<file path="src/rtl/control_pkg.sv">
// Shared encodings for the multicycle RV32I controller: FSM states, opcodes,
// ALU operations and datapath mux selects.
package control_pkg;

  typedef enum logic [3:0] {
    S_FETCH, S_DECODE, S_MEMADR, S_MEMREAD, S_MEMWB, S_MEMWRITE, S_EXECR, S_EXECI,
    S_ALUWB, S_BRANCH, S_JAL, S_JALR, S_LINK, S_LUI, S_AUIPC, S_TRAP
  } state_t;

  typedef enum logic [1:0] {CLS_OTHER, CLS_R, CLS_I} op_class_t;

  localparam logic [6:0] OP_LOAD   = 7'b0000011;
  localparam logic [6:0] OP_STORE  = 7'b0100011;
  localparam logic [6:0] OP_R      = 7'b0110011;
  localparam logic [6:0] OP_I      = 7'b0010011;
  localparam logic [6:0] OP_BRANCH = 7'b1100011;
  localparam logic [6:0] OP_JAL    = 7'b1101111;
  localparam logic [6:0] OP_JALR   = 7'b1100111;
  localparam logic [6:0] OP_LUI    = 7'b0110111;
  localparam logic [6:0] OP_AUIPC  = 7'b0010111;

  localparam logic [3:0] ALU_ADD    = 4'b0000;
  localparam logic [3:0] ALU_SUB    = 4'b0001;
  localparam logic [3:0] ALU_AND    = 4'b0010;
  localparam logic [3:0] ALU_OR     = 4'b0011;
  localparam logic [3:0] ALU_XOR    = 4'b0100;
  localparam logic [3:0] ALU_SLL    = 4'b0101;
  localparam logic [3:0] ALU_SRL    = 4'b0110;
  localparam logic [3:0] ALU_SRA    = 4'b0111;
  localparam logic [3:0] ALU_SLT    = 4'b1000;
  localparam logic [3:0] ALU_SLTU   = 4'b1001;
  localparam logic [3:0] ALU_PASS_B = 4'b1010;

  localparam logic [1:0] SRCA_PC    = 2'b00;
  localparam logic [1:0] SRCA_OLDPC = 2'b01;
  localparam logic [1:0] SRCA_RS1   = 2'b10;

  localparam logic [1:0] SRCB_RS2  = 2'b00;
  localparam logic [1:0] SRCB_IMM  = 2'b01;
  localparam logic [1:0] SRCB_FOUR = 2'b10;

  localparam logic [1:0] RES_ALUOUT = 2'b00;
  localparam logic [1:0] RES_DATA   = 2'b01;
  localparam logic [1:0] RES_ALU    = 2'b10;

  localparam logic [2:0] IMM_I = 3'b000;
  localparam logic [2:0] IMM_S = 3'b001;
  localparam logic [2:0] IMM_B = 3'b010;
  localparam logic [2:0] IMM_J = 3'b011;
  localparam logic [2:0] IMM_U = 3'b100;

endpackage

</file>
<file path="src/rtl/alu_decoder.sv">
// Combinational ALU operation decode for R-type and OP-IMM instructions,
// flagging funct7 encodings that are not part of RV32I.
module alu_decoder
  import control_pkg::*;
(
  input  op_class_t   cls,
  input  logic [2:0]  funct3,
  input  logic [6:0]  funct7,
  output logic [3:0]  alu_ctrl,
  output logic        illegal
);

  always_comb begin
    alu_ctrl = ALU_ADD;
    illegal  = 1'b0;
    case (funct3)
      3'b000: alu_ctrl = (cls == CLS_R && funct7[5]) ? ALU_SUB : ALU_ADD;
      3'b001: alu_ctrl = ALU_SLL;
      3'b010: alu_ctrl = ALU_SLT;
      3'b011: alu_ctrl = ALU_SLTU;
      3'b100: alu_ctrl = ALU_XOR;
      3'b101: alu_ctrl = funct7[5] ? ALU_SRA : ALU_SRL;
      3'b110: alu_ctrl = ALU_OR;
      3'b111: alu_ctrl = ALU_AND;
      default: alu_ctrl = ALU_ADD;
    endcase
    // OP-IMM only carries funct7 in the shift-amount forms; elsewhere it is immediate bits
    if (cls == CLS_R)
      illegal = !(funct7 == 7'b0000000 ||
                  (funct7 == 7'b0100000 && (funct3 == 3'b000 || funct3 == 3'b101)));
    else if (cls == CLS_I && (funct3 == 3'b001 || funct3 == 3'b101))
      illegal = !(funct7 == 7'b0000000 || (funct3 == 3'b101 && funct7 == 7'b0100000));
    if (cls == CLS_OTHER)
      alu_ctrl = ALU_ADD;
  end

endmodule

</file>
<file path="src/rtl/multicycle_controller.sv">
// Multicycle RV32I sequencer: one state per cycle, 3-5 cycles per instruction plus memory waits;
// memory states hold every output stable until mem_req & mem_ready.
module multicycle_controller
  import control_pkg::*;
#(
  parameter bit TRAP_ON_ILLEGAL = 1'b1
) (
  input  logic       clk,
  input  logic       rst,
  input  logic [6:0] opcode,
  input  logic [2:0] funct3,
  input  logic [6:0] funct7,
  input  logic       Zero,
  input  logic       mem_ready,
  output logic       mem_req,
  output logic       AdrSrc,
  output logic       MemWrite,
  output logic       IRWrite,
  output logic       PCWrite,
  output logic       RegWrite,
  output logic [1:0] ALUSrcA,
  output logic [1:0] ALUSrcB,
  output logic [3:0] ALUControl,
  output logic [1:0] ResultSrc,
  output logic [2:0] ImmSrc,
  output logic [2:0] AddressingControl,
  output logic       instr_done,
  output logic       illegal_instr
);

  state_t    state, next_state, decode_next;
  op_class_t op_cls;
  logic [3:0] alu_ctrl;
  logic      alu_illegal, op_illegal, taken;

  assign op_cls = (opcode == OP_R) ? CLS_R : (opcode == OP_I) ? CLS_I : CLS_OTHER;

  alu_decoder u_alu_decoder (
    .cls      (op_cls),
    .funct3   (funct3),
    .funct7   (funct7),
    .alu_ctrl (alu_ctrl),
    .illegal  (alu_illegal)
  );

  always_comb begin
    decode_next = S_TRAP;
    op_illegal  = 1'b0;
    case (opcode)
      OP_LOAD:   begin decode_next = S_MEMADR; op_illegal = (funct3 == 3'b011) || (funct3[2:1] == 2'b11); end
      OP_STORE:  begin decode_next = S_MEMADR; op_illegal = (funct3 > 3'b010); end
      OP_R:      begin decode_next = S_EXECR;  op_illegal = alu_illegal; end
      OP_I:      begin decode_next = S_EXECI;  op_illegal = alu_illegal; end
      OP_BRANCH: begin decode_next = S_BRANCH; op_illegal = (funct3[2:1] == 2'b01); end
      OP_JAL:    decode_next = S_JAL;
      OP_JALR:   decode_next = S_JALR;
      OP_LUI:    decode_next = S_LUI;
      OP_AUIPC:  decode_next = S_AUIPC;
      default:   op_illegal = 1'b1;
    endcase
  end

  // Equal-type branches compare with SUB, the rest with SLT/SLTU; Zero means "condition false" for those
  assign taken = (funct3[0] ^ funct3[2]) ? !Zero : Zero;

  always_comb begin
    mem_req = 1'b0; AdrSrc = 1'b0; MemWrite = 1'b0; IRWrite = 1'b0; PCWrite = 1'b0; RegWrite = 1'b0;
    ALUSrcA = SRCA_PC; ALUSrcB = SRCB_RS2; ALUControl = ALU_ADD; ResultSrc = RES_ALUOUT;
    ImmSrc = IMM_I; AddressingControl = 3'b000; instr_done = 1'b0; illegal_instr = 1'b0;
    next_state = state;
    case (state)
      S_FETCH: begin
        mem_req = 1'b1; ALUSrcB = SRCB_FOUR; ResultSrc = RES_ALU;
        IRWrite = mem_ready; PCWrite = mem_ready;
        if (mem_ready) next_state = S_DECODE;
      end
      S_DECODE: begin
        ALUSrcA = SRCA_OLDPC; ALUSrcB = SRCB_IMM;
        if (opcode == OP_BRANCH) ImmSrc = IMM_B;
        else if (opcode == OP_JAL) ImmSrc = IMM_J;
        if (!op_illegal) next_state = decode_next;
        else if (TRAP_ON_ILLEGAL) next_state = S_TRAP;
        else begin next_state = S_FETCH; instr_done = 1'b1; end
      end
      S_MEMADR: begin
        ALUSrcA = SRCA_RS1; ALUSrcB = SRCB_IMM;
        ImmSrc = (opcode == OP_STORE) ? IMM_S : IMM_I;
        next_state = (opcode == OP_STORE) ? S_MEMWRITE : S_MEMREAD;
      end
      S_MEMREAD: begin
        mem_req = 1'b1; AdrSrc = 1'b1; AddressingControl = funct3;
        if (mem_ready) next_state = S_MEMWB;
      end
      S_MEMWB: begin
        ResultSrc = RES_DATA; RegWrite = 1'b1; AddressingControl = funct3; instr_done = 1'b1;
        next_state = S_FETCH;
      end
      S_MEMWRITE: begin
        mem_req = 1'b1; AdrSrc = 1'b1; MemWrite = 1'b1; AddressingControl = funct3;
        instr_done = mem_ready;
        if (mem_ready) next_state = S_FETCH;
      end
      S_EXECR:  begin ALUSrcA = SRCA_RS1; ALUSrcB = SRCB_RS2; ALUControl = alu_ctrl; next_state = S_ALUWB; end
      S_EXECI:  begin ALUSrcA = SRCA_RS1; ALUSrcB = SRCB_IMM; ALUControl = alu_ctrl; next_state = S_ALUWB; end
      S_LUI:    begin ALUSrcB = SRCB_IMM; ImmSrc = IMM_U; ALUControl = ALU_PASS_B; next_state = S_ALUWB; end
      S_AUIPC:  begin ALUSrcA = SRCA_OLDPC; ALUSrcB = SRCB_IMM; ImmSrc = IMM_U; next_state = S_ALUWB; end
      S_ALUWB:  begin ResultSrc = RES_ALUOUT; RegWrite = 1'b1; instr_done = 1'b1; next_state = S_FETCH; end
      S_BRANCH: begin
        ALUSrcA = SRCA_RS1; ALUSrcB = SRCB_RS2; ResultSrc = RES_ALUOUT;
        case (funct3[2:1])
          2'b10:   ALUControl = ALU_SLT;
          2'b11:   ALUControl = ALU_SLTU;
          default: ALUControl = ALU_SUB;
        endcase
        PCWrite = taken; instr_done = 1'b1; next_state = S_FETCH;
      end
      S_JAL:    begin ResultSrc = RES_ALUOUT; PCWrite = 1'b1; next_state = S_LINK; end
      S_JALR: begin
        ALUSrcA = SRCA_RS1; ALUSrcB = SRCB_IMM; ResultSrc = RES_ALU; PCWrite = 1'b1;
        next_state = S_LINK;
      end
      S_LINK: begin
        ALUSrcA = SRCA_OLDPC; ALUSrcB = SRCB_FOUR; ResultSrc = RES_ALU;
        RegWrite = 1'b1; instr_done = 1'b1; next_state = S_FETCH;
      end
      S_TRAP:   illegal_instr = 1'b1;
      default:  next_state = S_FETCH;
    endcase
    if (rst) begin
      mem_req = 1'b0; MemWrite = 1'b0; IRWrite = 1'b0; PCWrite = 1'b0; RegWrite = 1'b0; instr_done = 1'b0;
    end
  end

  always_ff @(posedge clk) begin
    if (rst) state <= S_FETCH;
    else     state <= next_state;
  end

endmodule

</file>
<file path="config.mk">
export PLATFORM = sky130hd
export DESIGN_NAME = multicycle_controller
export DESIGN_NICKNAME = d
export VERILOG_FILES = /design/src/rtl/control_pkg.sv /design/src/rtl/alu_decoder.sv /design/src/rtl/multicycle_controller.sv
export SDC_FILE = /design/constraint.sdc
export NUM_CORES = 1
export LEC_CHECK = 0
export BUFFER_PORTS_ARGS = -buffer_cell sky130_fd_sc_hd__buf_2
export CAP_MARGIN = 30
export CORE_MARGIN = 2
export CORE_UTILIZATION = 41
export CTS_BUF_LIST = sky130_fd_sc_hd__clkbuf_8 sky130_fd_sc_hd__clkbuf_16
export CTS_CLUSTER_DIAMETER = 50
export DETAILED_ROUTE_END_ITERATION = 10
export PLACE_DENSITY = 0.71
export SYNTH_ARGS = -nofsm -noshare
export SYNTH_HDL_FRONTEND = slang
export SYNTH_SLANG_ARGS = --single-unit
export TNS_END_PERCENT = 30
</file>
<file path="constraint.sdc">
create_clock -name clk -period 3 [get_ports clk]
set_input_delay 0.9 -clock clk [delete_from_list [all_inputs] [get_ports clk]]
set_output_delay 0.9 -clock clk [all_outputs]
set_load 0.005 [all_outputs]
</file>
==> flow_summary.toml, run 1 <==
[grt]
antenna_found_initial = 0
grt.total_usage_pct = 25.3
grt_overflow = 0
grt_max_degree = 15
grt_pass1_vias = 1243
grt_pass1_wl_um = 5380

[die]
rows = 17
die_w_um = 53.6
core_area_um2 = 2280
pin_count = 45
die_h_um = 53.6
start_util_pct = 44.3
die-area_um2 = 2870

[placement]
port_buffers = 44
gp_congestion = 0.969
place_area_um2 = 1290
dp_hpwl_um = 2550

[synthesis]
syn-cell-area_um2 = 1010
synthFlopType = "dfxtp_1"
synthDistinctLibCells = 51
async_flop_share_pct = 0
synth.most_common_cell = "nand2_1"
synth_enable_flop_cells = 0
synth_top_cell_by_area = "dfxtp_1"
synth.avg_cell_area_um2 = 6.54
ys_ff_latch = 4
synth_top_area_share_pct = 7.95
synthTopCellsByCount = "15 x nand2_1, 14 x nor3_1, 13 x nor2_1"
seq_area_frac_synth_pct = 7.95
postSynthCellCount = 154
yosys_warnings = 0
synth_area_leaders = "dfxtp_1 8.0%, nor3_1 7.0%, nand2_1 5.6%"
synth_fp_nets = 175

[cts]
ctsHoldBuffers = 0
cts_tree = "built"
cts_made_buffers = 3
cts-htree-levels = 1
clkLatencyLatePin_ns = 0.23
cts_sinks = 4
clock_path_buffers = 2
clockRootBuffer = "clkbuf_8"
cts.clk_slew.worst_paths_ns = 0.03

[timing]
finalMaxSlewViolations = 0
clock_skew_ns = 0.00188
worst_pin_slew_ns = 0.476
hold_viol = 0
final.min_clock_period_ns = 2.98
fmax_ghz = 0.335
slew_headroom_pct = 68.2
layout_worst_path_cycle_share_pct = 99.4
rsz0062_at_grt = "yes"
finalSetupViolations = 0

[critical_path]
end_kind = "primary output"
max_stage_delay_ns = 0.39
worstSetupPathType = "input port to primary output"
cp_data_arrival_time_ns = 2.08
required_ns = 2.10
worstSetupStartpointType = "input port"
crit_path_cell_trace = "buf_6 -> nand3b_4 -> nor3_4 -> inv_2 -> or3_4 -> nor3_1 -> buf_2"
crit_fanout = 4
critPathBufInv = 3
path_delay_family = "simple AND/OR/NAND/NOR gates"
slowest_stage = "or3_4"

[finish]
fillerInstances = 210
syn_to_final_growth_pct = 34.5
layout.nets = 223
largest_register_ffs = 4
regMostFlops = "state"
final_area_um2 = 1360
diodes = 0
drive_above_1_share_pct = 37.5
largestRegisters = "state x4"
post-route-util_pct = 59.5

[pwr]
cellPowerDensity_nw_per_um2 = 422
p_leak_nw = 0.622
vdd_drop_max_v = 0.000317
p_total_mw = 0.572

[job]
maxCapViolations = 0

[drt]
antenna_left = 0
wl_per_cell_um = 13.9
routed_wl_um = 3180
first_pass_iters = 4
drtIter0Drc = 39
viasPerCell = 5.93
drc = 0
routed-via-count = 1352

[status]
outcome = "finished clean"

[min_path]
hp-class = "flip-flop to flip-flop"
[worst paths after layout]
check                               start            end  slack, ns  cells past startpoint
worst max-delay path            opcode[3]  ALUControl[2]       0.02                      7
worst min-delay path             state[1]       state[1]       0.76                      2
worst max register to register   state[2]       state[1]       1.18                      6
worst min register to register   state[1]       state[1]       0.76                      2
[where the power goes]
part / total [mW] / switching (mW) / internal, mW
clock network: 0.121 / 0.0347 / 0.0861
registers: 0.0942 / 0.0301 / 0.0642
logic: 0.357 / 0.195 / 0.161
[worst register-to-register path: stages (launching register included)]
cell,delay (ns)
dfxtp_1,0.52
buf_4,0.22
nor4b_1,0.36
a22oi_1,0.15
o21ai_0,0.13
a41oi_1,0.10
a221oi_2,0.26
[layout by cell type, fill, tap and decap left out, types with 2 or more instances in the layout]
cell / instances
buf_4: 12
nor2_1: 13
xnor2_1: 5
o311a_1: 2
nor4b_1: 2
a22oi_1: 3
inv_1: 7
nand2_1: 15
a31oi_1: 2
dfxtp_1: 4
a21oi_1: 5
nand2b_1: 4
and3_1: 2
o21bai_1: 2
nand3_1: 6
o31ai_1: 3
nor4_1: 2
a221oi_2: 2
and2_1: 4
a211oi_1: 2
inv_2: 2
clkbuf_8: 3
nor3_1: 14
o22ai_1: 3
o21ai_0: 10
o211a_1: 2
a21o_1: 2
buf_2: 43
[metal layers]
layer	vias up	GRT usage (%)	wire length (um)
met4	0	9.83	39
met3	4	4.17	221
li1	661	-	-
met5	-	0	0
met2	62	42.0	1560
met1	625	32.7	1360
[layout make-up]
type | instances | area [um2] | share of cell area (%)
Timing Repair Buffer | 56 | 317 | 23.4
Sequential cell | 4 | 80.1 | 5.91
Tap cell | 28 | 35.0 | 2.59
Clock buffer | 3 | 41.3 | 3.05
Multi-Input combinational cell | 128 | 848 | 62.6
Inverter | 9 | 33.8 | 2.49
[kinds of logic (layout without fill, tap and decap cells)]
kind of cell,count (synthesis),count (layout),synth area share [%]
compound gates,48,48,36.6
simple gates,73,73,39.8
buf+inv,22,68,9.32
mux,1,1,1.12
xor+xnor,6,6,5.22
flops,4,4,7.95
[per-stage QoR]
stage	setup slack [ns]	cells	TNS [ns]	hold slack [ns]
floorplan	0.106	154	0	0.683
global placement	-0.0378	225	-0.0378	0.736
detailed placement	-0.0713	225	-0.132	0.753
CTS	0.00689	228	0	0.757
global route	-0.0515	228	-0.0961	0.833
finish	0.0169	228	0	0.759
[repair_timing]
action | CTS | global route
buffers inserted | 0 | 0
resized for setup | 3 | 1
setup endpoints to repair | 4 | 3
(Power assumes the default switching activity.)
==> inputs of run 2 (changes only) <==
--- a/config.mk
+++ b/config.mk
@@ -5,6 +5,7 @@
 export SDC_FILE = /design/constraint.sdc
 export NUM_CORES = 1
 export LEC_CHECK = 0
+export ABC_AREA = 1
 export BUFFER_PORTS_ARGS = -buffer_cell sky130_fd_sc_hd__buf_2
 export CAP_MARGIN = 30
 export CORE_MARGIN = 2
@@ -12,7 +13,7 @@
 export CTS_BUF_LIST = sky130_fd_sc_hd__clkbuf_8 sky130_fd_sc_hd__clkbuf_16
 export CTS_CLUSTER_DIAMETER = 50
 export DETAILED_ROUTE_END_ITERATION = 10
-export PLACE_DENSITY = 0.71
+export PLACE_DENSITY = 0.72
 export SYNTH_ARGS = -nofsm -noshare
 export SYNTH_HDL_FRONTEND = slang
 export SYNTH_SLANG_ARGS = --single-unit
==> run 2 against run 1 <==
Net effect:
- total power is 35% higher
- area after synthesis down 7.3%
- wire length decreased by 20%
- hold slack lost 0.17 ns
- maximum frequency grew 3.4%
- global-route usage is 5.9 points lower
- synthesized cell count increased by 19%
- setup slack improved by 0.098 ns
- critical path depth increased by 2
- clock skew increased by 0.0030 ns
- sequential power increased by 27%
- largest cell class unchanged
==> flow_summary.toml, run 2 <==
[pwr]
vdd_drop_max_v = 0.000530
p_leak_nw = 0.746
cellPowerDensity_nw_per_um2 = 632

[grt]
use_met1_pct = 26.1
grtUsageMet3_pct = 2.01
met2_usage_pct = 32.9
grt_overflow = 0
antenna_found_initial = 0
grt_max_degree = 9
grt_pass1_vias = 1053
grt_most_used_layer = "met2"
grt_pass1_wl_um = 4070
grt.total_usage_pct = 19.4

[min_path]
hp-class = "flip-flop to flip-flop"

[cts]
cts_tree = "built"
clkLatencyLatePin_ns = 0.22
cts.clk_slew.worst_paths_ns = 0.03
clockRootBuffer = "clkbuf_8"
clock_path_buffers = 2
cts_sinks = 4
cts-htree-levels = 1
cts_resized = 0
ctsHoldBuffers = 0
cts_made_buffers = 3
cts_setup_buffers = 0

[placement]
gp_congestion = 0.862
dp.cells = 255
place_area_um2 = 1180
dp_hpwl_um = 2120
port_buffers = 44

[timing]
fmax_ghz = 0.347
hold_viol = 0
finalSetupViolations = 0
rsz0062_at_grt = "no"
layout_worst_path_cycle_share_pct = 96.2
worst_pin_slew_ns = 0.313
clock_skew_ns = 0.00492
slew_headroom_pct = 79.1
final.min_clock_period_ns = 2.89
finalMaxSlewViolations = 0
fin_setup_tns_ns = 0

[die]
pin_count = 45
die_h_um = 51.7
core_area_um2 = 2190
rows = 17
start_util_pct = 42.6
die_w_um = 51.7
die-area_um2 = 2670

[critical_path]
worstSetupStartpointType = "input port"
cp_data_arrival_time_ns = 1.99
end_kind = "primary output"
crit_fanout = 4
required_ns = 2.10
worstSetupPathType = "input port to primary output"

[job]
maxCapViolations = 0

[synthesis]
synth_enable_flop_cells = 0
synthTopCellsByCount = "47 x nand2_1, 35 x inv_1, 31 x nor2_1"
synth_area_leaders = "nand2_1 19%, inv_1 14%, nor2_1 12%"
synth_top_cell_by_area = "nand2_1"
postSynthCellCount = 184
synth_fp_nets = 205
syn-cell-area_um2 = 933
synthDistinctLibCells = 27
synth.most_common_cell = "nand2_1"
yosys_warnings = 0
ys_ff_latch = 4
seq_area_frac_synth_pct = 8.58
async_flop_share_pct = 0
synthFlopType = "dfxtp_1"
synth_top_area_share_pct = 18.9
synth.avg_cell_area_um2 = 5.07

[finish]
seq_area_um2 = 80.1
fillerInstances = 241
final_cell_mix = "47 x nand2_1, 44 x buf_2, 35 x inv_1, 31 x nor2_1, 14 x nand3_1"
multi_input_area_um2 = 699
final_area_um2 = 1220
regMostFlops = "state"
layout.cells.non_filler = 258
layout_commonest_cell = "nand2_1"
syn_to_final_growth_pct = 30.6
drive_above_1_share_pct = 30.4
largestRegisters = "state x4"
diodes = 0
layout.nets = 253
largest_register_ffs = 4

[drt]
wl_per_cell_um = 9.89
antenna_left = 0
drtIter0Drc = 40
routed-via-count = 1279
first_pass_iters = 4
drc = 0
routed_wl_um = 2550
viasPerCell = 4.96

[status]
outcome = "finished clean"
## run 2: layer usage
layer	vias up	wire length, um
met1	561	1300
met4	0	0
met2	38	1110
met5	-	0
met3	0	136
li1	680	-
## run 2: worst paths after layout
| kind | startpoint | endpoint | slack, ns | depth (start not counted) |
|---|---|---|---|---|
| max | opcode[2] | ImmSrc[0] | 0.11 | 9 |
| min | state[1] | state[1] | 0.59 | 2 |
| max reg2reg | state[1] | state[3] | 1.54 | 9 |
| min reg2reg | state[1] | state[1] | 0.59 | 2 |
## run 2: layout make-up
type                    instances  share of cell area [%]
repair buffers                 44                    18.1
clock buffers                   3                    3.39
inverters                      38                    11.7
flip-flops and latches          4                    6.57
well taps                      28                    2.87
multi-input cells             141                    57.4
## run 2: metrics by stage
stage,utilization (%),power (mW),hold WS [ns],worst slack (ns)
2_1_floorplan,-,0.485,0.516,0.462
3_3_place_gp,53.7,0.653,0.574,0.173
3_5_place_dp,53.7,0.653,0.566,0.138
4_1_cts,55.6,0.770,0.581,0.121
5_1_grt,55.6,0.845,0.608,0.00316
6_report,55.6,0.770,0.587,0.115
## run 2: cells by family (layout without fill, tap and decap cells)
group | count (synthesis) | after routing | share of synthesized area, %
simple gates | 117 | 117 | 58.8
flops | 4 | 4 | 8.58
compound gates | 24 | 24 | 16.1
buf+inv | 39 | 85 | 16.5
## run 2: power by group
group / internal, mW / switching, mW
clock network: 0.0854 / 0.0267
logic: 0.215 / 0.323
registers: 0.0776 / 0.0426
total: 0.378 / 0.392
## run 2: worst max-delay path, cell delays in order
cell	delay (ns)
buf_2	0.12
nor2_1	0.14
nand2_1	0.13
nor2_1	0.15
inv_1	0.08
nor2_1	0.13
inv_1	0.07
o21ai_0	0.14
buf_2	0.13
==> inputs of run 3 (changes only) <==
--- a/config.mk
+++ b/config.mk
@@ -13,7 +13,7 @@
 export CTS_BUF_LIST = sky130_fd_sc_hd__clkbuf_8 sky130_fd_sc_hd__clkbuf_16
 export CTS_CLUSTER_DIAMETER = 50
 export DETAILED_ROUTE_END_ITERATION = 10
-export PLACE_DENSITY = 0.72
+export PLACE_DENSITY = 0.79
 export SYNTH_ARGS = -nofsm -noshare
 export SYNTH_HDL_FRONTEND = slang
 export SYNTH_SLANG_ARGS = --single-unit
==> run 3 against run 2 <==
Net effect:
- register-to-register slack better by 0.02 ns
- total power down 0.32%
- design area up 0.21%
- core utilization up 0.11 points
- global-route usage about the same
- maximum frequency up 1.6%
- setup slack better by 0.045 ns
- largest cell class unchanged
==> flow_summary.toml, run 3 (synthesized netlist as in run 2, its figures left out) <==
[cts]
cts_made_buffers = 3
cts_tree = "built"
cts.clk_slew.worst_paths_ns = 0.03
cts_sinks = 4
clockRootBuffer = "clkbuf_8"
cts-htree-levels = 1
clkLatencyLatePin_ns = 0.22
cts_resized = 0
ctsHoldBuffers = 0
cts_setup_buffers = 0
clock_path_buffers = 2

[critical_path]
worstSetupStartpointType = "input port"
end_kind = "primary output"
cp_data_arrival_time_ns = 1.94
crit_fanout = 4
worstSetupPathType = "input port to primary output"
required_ns = 2.10

[drt]
drc = 0
wl_per_cell_um = 9.56
first_pass_iters = 4
viasPerCell = 4.94
routed-via-count = 1274
antenna_left = 0
drtIter0Drc = 31
routed_wl_um = 2470

[pwr]
vdd_drop_max_v = 0.000374
cellPowerDensity_nw_per_um2 = 629
p_leak_nw = 0.745
p_total_mw = 0.768

[finish]
diodes = 0
layout.cells.non_filler = 258
largest_register_ffs = 4
layout.nets = 253
post-route-util_pct = 55.7
syn_to_final_growth_pct = 30.8
drive_above_1_share_pct = 30.9
regMostFlops = "state"
layout_commonest_cell = "nand2_1"
fillerInstances = 237
final_cell_mix = "47 x nand2_1, 44 x buf_2, 35 x inv_1, 30 x nor2_1, 14 x nand3_1"
largestRegisters = "state x4"

[timing]
finalSetupViolations = 0
final.min_clock_period_ns = 2.84
fmax_ghz = 0.352
hold_viol = 0
clock_skew_ns = 0.00282
worst_pin_slew_ns = 0.321
finalMaxSlewViolations = 0
layout_worst_path_cycle_share_pct = 94.7
slew_headroom_pct = 78.5

[die]
die_w_um = 51.7
core_area_um2 = 2190
start_util_pct = 42.6
die_h_um = 51.7
rows = 17
pin_count = 45
die-area_um2 = 2670

[grt]
grt.total_usage_pct = 19.5
grt_pass1_wl_um = 4130
grt_overflow = 0
antenna_found_initial = 0
grt_pass1_vias = 1042
grt_max_degree = 9

[job]
maxCapViolations = 0

[placement]
port_buffers = 44
dp_hpwl_um = 2070
gp_congestion = 0.877
dp.cells = 255

[min_path]
hp-class = "flip-flop to flip-flop"

[status]
outcome = "finished clean"
-- run 3: cell counts in the layout (fill, tap and decap cells not counted) --
Identical to the previous run, type by type.
-- run 3: cell type report --
class                   count  area, um2  share of cell area, %
multi-input cells         141        702                   57.5
clock buffers               3       41.3                   3.38
repair buffers             44        220                   18.0
flip-flops and latches      4       80.1                   6.56
inverters                  38        143                   11.7
well taps                  28       35.0                   2.87
-- run 3: worst paths after layout --
| check | startpoint | end | slack, ns | cells past startpoint |
|---|---|---|---|---|
| setup / recovery | opcode[2] | ImmSrc[0] | 0.16 | 9 |
| hold / removal | state[1] | state[1] | 0.58 | 2 |
| hold reg to reg | state[1] | state[1] | 0.58 | 2 |
| setup reg to reg | state[3] | state[2] | 1.56 | 9 |
-- run 3: per-stage QoR --
stage          setup WS (ns)  setup TNS (ns)  area, um2  hold WS, ns
2_1_floorplan          0.462               0        933        0.516
3_3_place_gp           0.167               0       1180        0.562
3_5_place_dp           0.133               0       1180        0.569
4_1_cts                0.122               0       1220        0.574
5_1_grt             -0.00302        -0.00302       1220        0.610
6_report               0.160               0       1220        0.576
-- run 3: power by group --
part	internal [mW]	total [mW]	switching, mW
sequential	0.0775	0.120	0.0425
clock	0.0857	0.116	0.0301
combinational	0.215	0.532	0.317
total	0.379	0.768	0.389
-- run 3: routing by layer --
metal / GRT usage [%] / share of wire, % / vias to the layer above
met2: 31.4 / 44 / 46
met3: 1.44 / 8.8 / 4
met4: 6.58 / 1.8 / 0
met5: 0 / 0 / -
met1: 27.3 / 46 / 548
li1: - / - / 676
-- run 3: critical path, stage by stage --
cell	delay, ns
buf_2	0.12
nor2_1	0.14
nand2_1	0.14
nor2_2	0.12
inv_1	0.07
nor2_1	0.12
inv_1	0.07
o21ai_0	0.14
buf_2	0.13
